[src/rtl/pipe_ctrl.sv]
// pipe_ctrl: hazard, redirect and memory-wait controller for a 5-stage pipeline.
// Produces stall/flush/redirect strobes for the stage registers, tracks the
// multi-cycle flush and load-use bubble sequences, and keeps two saturating
// performance counters (stall cycles and redirects).
module pipe_ctrl #(
  parameter int FLUSH_CYCLES = 2,
  parameter int LU_BUBBLES   = 1
) (
  input  logic        clk,
  input  logic        rst,
  input  logic [4:0]  id_rs1,
  input  logic [4:0]  id_rs2,
  input  logic        id_rs1_re,
  input  logic        id_rs2_re,
  input  logic [4:0]  ex_rd,
  input  logic        ex_is_load,
  input  logic        ex_redirect,
  input  logic        mem_req,
  input  logic        mem_ack,
  input  logic        cnt_clr,
  output logic        pc_stall,
  output logic        ifid_stall,
  output logic        idex_stall,
  output logic        exmem_stall,
  output logic        ifid_flush,
  output logic        idex_flush,
  output logic        memwb_flush,
  output logic        redirect,
  output logic [15:0] stall_cnt,
  output logic [15:0] flush_cnt,
  output logic [1:0]  state
);

  typedef enum logic [1:0] {
    RUN      = 2'd0,
    LU_STALL = 2'd1,
    MEM_WAIT = 2'd2,
    FLUSH    = 2'd3
  } state_t;

  // Count loaded on entering FLUSH; one flush cycle is the redirect cycle itself.
  localparam logic [1:0] FLUSH_INIT = 2'(FLUSH_CYCLES - 1);

  state_t     cur_state;
  state_t     saved_state;
  logic [1:0] count;
  logic [1:0] saved_count;
  logic       mem_stall;
  logic       hazard;

  assign mem_stall = mem_req && !mem_ack;
  assign hazard    = ex_is_load && (ex_rd != 5'd0) &&
                     ((id_rs1_re && (id_rs1 == ex_rd)) ||
                      (id_rs2_re && (id_rs2 == ex_rd)));
  assign state     = cur_state;

  // Stage-control strobes decoded from the current state and this cycle's inputs.
  always_comb begin
    pc_stall    = 1'b0;
    ifid_stall  = 1'b0;
    idex_stall  = 1'b0;
    exmem_stall = 1'b0;
    ifid_flush  = 1'b0;
    idex_flush  = 1'b0;
    memwb_flush = 1'b0;
    redirect    = 1'b0;
    if (!rst) begin
      case (cur_state)
        MEM_WAIT: begin
          if (!mem_ack) begin
            pc_stall    = 1'b1;
            ifid_stall  = 1'b1;
            idex_stall  = 1'b1;
            exmem_stall = 1'b1;
            memwb_flush = 1'b1;
          end
        end
        default: begin
          if (mem_stall) begin
            pc_stall    = 1'b1;
            ifid_stall  = 1'b1;
            idex_stall  = 1'b1;
            exmem_stall = 1'b1;
            memwb_flush = 1'b1;
          end else if (cur_state == FLUSH) begin
            ifid_flush = 1'b1;
          end else if (cur_state == LU_STALL) begin
            pc_stall   = 1'b1;
            ifid_stall = 1'b1;
            idex_flush = 1'b1;
          end else if (ex_redirect) begin
            redirect   = 1'b1;
            ifid_flush = 1'b1;
            idex_flush = 1'b1;
          end else if (hazard) begin
            pc_stall   = 1'b1;
            ifid_stall = 1'b1;
            idex_flush = 1'b1;
          end
        end
      endcase
    end
  end

  // Sequencing FSM: a memory wait parks the current state/count and restores them on ack.
  always_ff @(posedge clk) begin
    if (rst) begin
      cur_state   <= RUN;
      count       <= 2'd0;
      saved_state <= RUN;
      saved_count <= 2'd0;
    end else begin
      case (cur_state)
        RUN: begin
          if (mem_stall) begin
            saved_state <= RUN;
            saved_count <= count;
            cur_state   <= MEM_WAIT;
          end else if (ex_redirect) begin
            if (FLUSH_CYCLES > 1) begin
              cur_state <= FLUSH;
              count     <= FLUSH_INIT;
            end
          end else if (hazard) begin
            if (LU_BUBBLES == 2) begin
              cur_state <= LU_STALL;
              count     <= 2'd1;
            end
          end
        end
        LU_STALL: begin
          if (mem_stall) begin
            saved_state <= LU_STALL;
            saved_count <= count;
            cur_state   <= MEM_WAIT;
          end else begin
            cur_state <= RUN;
            count     <= 2'd0;
          end
        end
        FLUSH: begin
          if (mem_stall) begin
            saved_state <= FLUSH;
            saved_count <= count;
            cur_state   <= MEM_WAIT;
          end else if (count <= 2'd1) begin
            cur_state <= RUN;
            count     <= 2'd0;
          end else begin
            count <= count - 2'd1;
          end
        end
        MEM_WAIT: begin
          if (mem_ack) begin
            cur_state <= saved_state;
            count     <= saved_count;
          end
        end
        default: begin
          cur_state <= RUN;
          count     <= 2'd0;
        end
      endcase
    end
  end

  // Saturating performance counters; a clear wins over any increment in the same cycle.
  always_ff @(posedge clk) begin
    if (rst || cnt_clr) begin
      stall_cnt <= 16'd0;
      flush_cnt <= 16'd0;
    end else begin
      if (pc_stall && (stall_cnt != 16'hFFFF)) begin
        stall_cnt <= stall_cnt + 16'd1;
      end
      if (redirect && (flush_cnt != 16'hFFFF)) begin
        flush_cnt <= flush_cnt + 16'd1;
      end
    end
  end

endmodule
[config.mk]
export PLATFORM = sky130hd
export DESIGN_NAME = pipe_ctrl
export DESIGN_NICKNAME = d
export VERILOG_FILES = /design/src/rtl/pipe_ctrl.sv
export SDC_FILE = /design/constraint.sdc
export NUM_CORES = 1
export LEC_CHECK = 0
export CORE_UTILIZATION = 40
export DETAILED_ROUTE_END_ITERATION = 10
export PLACE_DENSITY = 0.67
export RECOVER_POWER = 100
export SLEW_MARGIN = 15
export SYNTH_ARGS = -nofsm -noshare
export SYNTH_HDL_FRONTEND = slang
export SYNTH_SLANG_ARGS = --single-unit
[constraint.sdc]
create_clock -name clk -period 3.35 [get_ports clk]
set_input_delay 0.335 -clock clk [delete_from_list [all_inputs] [get_ports clk]]
set_output_delay 0.335 -clock clk [all_outputs]
set_load 0.005 [all_outputs]
==> results by group <==
Run status
  – Outcome: complete, no violations

Yosys
  – Distinct cells, synth: 53
  – Top_reg_cell synth: dfxtp_1
  – Share of the synthesized area in the top cell type: between 30% and 40%
  – Synthesized Nets: roughly 300
  – Sequential area share after synthesis: between 30% and 40%
  – Area contributors post-synth: dfxtp_1, a21oi_1, xnor2_1, nor2_1, nand2_1
  – EDFF count, synth: 0
  – Synth warn: 0
  – Cell taking the most area after synthesis: dfxtp_1
  – Asr flop ratio synth: 0%
  – Synthesized cell area: roughly 2200 um2
  – Post-Synthesis Cells: about 270
  – Flops & latches, synth: 40
  – Mean Syn Cell Area: 8.26 um2

Worst setup path
  – CP peak stage delay: a little over 0.6 ns
  – Crit Path Class: input pin to primary output
  – Startpoint types: input pin
  – CP dominant cell by count: dlygate4sd3_1
  – Worst r2r path cells: 7
  – WP buf/inv: 2
  – Arrival time of the worst setup path: between 2 and 3 ns
  – CP max-delay cell: dlygate4sd3_1
  – Worst-path cell chain: dlygate4sd3_1 -> xnor2_1 -> nand4_1 -> o22ai_1 -> nor2b_1 -> nor2_1 -> o21ai_0 -> dlygate4sd3_1
  – Required @ worst endpoint: 3.01 ns
  – Setup crit end kind: primary output
  – Crit-path max FO: 3
  – Critical path depth: 8
  – Top delay family on crit path: buffers and inverters

Clock tree
  – Clock insertion delay at the later pin of the skew report: about 0.29 ns
  – Total CTS buffers: 5
  – Hold_buf cts: 0
  – CTS tree: yes
  – Clk buf depth: 2
  – CTS Root Cell: clkbuf_8
  – CTS Sinks: 40
  – Post-cts gate resize count: 0
  – Post-CTS Setup Bufs: 0
  – Reg clk slew, reported paths: 0.07 ns
  – Htree depth: 2

Drt
  – Antenna viol nets, final: 0
  – DR WL met3: 201 um
  – DR vias/cell: 5.32
  – Vias: about 2100
  – DR pass1 iterations: 4
  – DRC marker count from the first detailed-route iteration: 92
  – Routed WL: approximately 5300 um
  – WL met2: around 2500 um
  – Top Layer Used: met4
  – DRT met1 WL: between 2000 and 3000 um
  – WL per Instance: between 10 and 15 um
  – DRC Markers: 0

STA
  – Final min period: 3.07 ns
  – Final Slew Violations: 0
  – Fin Hold WS: 0.472 ns
  – Peak Freq: around 330 MHz
  – Setup violations, final: 0
  – Setup ws final: between 0.2 and 0.3 ns
  – Fin crit share: around nine tenths
  – Setup TNS: 0 ns
  – Worst clock skew: between 0.006 and 0.007 ns
  – Least-Margin Pin Slew: a little under 1 ns
  – Max-slew headroom: 34.7%
  – Final Hold Vio Count: 0
  – RSZ-0062 raised after global routing: no

Pwr
  – Clock share of power: between 30% and 40%
  – Switching power: between 200 and 250 uW
  – Final Power: a little over 900 uW
  – Static leakage: about 1.1 nW
  – Sw Share: about a quarter
  – PwrDens: between 300 and 400 nW/um2
  – Max VDD drop: around 210 uV
  – Logic pwr share: between 10 and 15%
  – Sequential power share: between 50% and 60%
  – Pint: a little under 700 uW

Die
  – Die span in y: between 70 and 80 um
  – Core area: 5240 um2
  – Starting Density: roughly 43%
  – Die Area: 5900 um2
  – Die Wd: a little under 80 um
  – FP Rows: 26
  – Num ports: 66

Placement
  – Setup WS pre-CTS: ~0.38 ns
  – IO buf count: 65
  – Final GP Congestion: around 0.78
  – Placed inst area: a little under 3000 um2
  – Hpwl dp: about 3900 um
  – Inst Count DP: approximately 400

Finish
  – N_diodes: 0
  – Share of cells above drive strength 1: 4.83%
  – Area delta synth->final: 31.1%
  – Commonest non-fill, non-tap cell in the layout: dlygate4sd3_1
  – Util after Layout: between 50% and 60%
  – Fin cells: ~400
  – Most frequent cells in the layout: dlygate4sd3_1, dfxtp_1, nor2_1
  – Design Area, Final: 2940 um2
  – Nets: around 360

GRT
  – GR Util All Layers: 18.4%
  – Vias in the first global route: between 1500 and 2000
  – First-pass GRT wire length: a little under 9000 um
  – Largest net degree at the start of global routing: 27
  – Global route overflow: 0
  – Initial antenna violation count: 0

Min path
  – Worst min-delay path class: register to register
  – Worst Hold Depth: 2

Flow run
  – Max-cap violations: 0
-- synthesized netlist by cell type, types with 3 or more instances --
cell type and number:
or4_1 6, buf_4 3, nand2_1 25, xor2_1 9
nor3_1 4, buf_6 3, dfxtp_1 40, xnor2_1 13
o21ai_1 8, inv_1 6, or3_1 11, a21oi_1 26
o21ai_0 11, nand4_1 10, o31ai_1 5, clkbuf_1 7
nor2_1 28, nand3_1 5, and4_1 3, and3_1 9
-- routing by layer --
layer / up-vias / GRT usage, %
li1: 1099 / -
met2: 42 / 30.6
met5: - / 0
met3: 5 / 2.74
met1: 988 / 23.9
met4: 0 / 6.92
-- sequential cells by signal, indices dropped and copies added, names as in the netlist --
signal / flops
flush_cnt: 16
stall_cnt: 16
saved_state: 2
state: 2
count: 2
saved_count: 2
-- final cells by class --
class | instances | area [um2]
clock buffer | 5 | 68.8
multi-input combinational | 209 | 1270
clock inverter | 2 | 12.5
tap | 70 | 87.6
sequential | 40 | 801
timing repair buffer | 69 | 673
fill | 511 | 2300
inverter | 6 | 22.5
-- tightest hold or removal path, delay by kind of cell, from the launching register on --
kind                   cells  cell delay (ns)
buffers and inverters      1             0.07
flip-flops                 1             0.30
AO/OA/AOI/OAI              1             0.06
-- kinds of logic after synthesis --
group,after synthesis,share of synthesized area [%]
multiplexers,3,1.40
adder cells (fa/ha/maj),2,1.12
AO/OA/AOI/OAI,64,17.9
XOR/XNOR,22,8.60
buffers and inverters,22,5.31
AND/OR/NAND/NOR,118,29.9
flip-flops,40,35.8
-- worst paths after layout --
check	endpoint	slack, ns	start
max	pc_stall	0.28	ex_rd[0]
min	saved_state[1]	0.47	saved_state[1]
max reg2reg	flush_cnt[11]	0.65	state[0]
min reg2reg	saved_state[1]	0.47	saved_state[1]
-- power groups by stage --
stage,sequential [mW],clock (mW),combinational (mW)
after floorplan,0.495,0,0.0840
after global placement,0.497,0,0.141
after detailed placement,0.497,0,0.144
after CTS,0.486,0.324,0.145
after global routing,0.486,0.342,0.145
final,0.485,0.314,0.132
No activity file was read; power rests on OpenSTA's default activity.
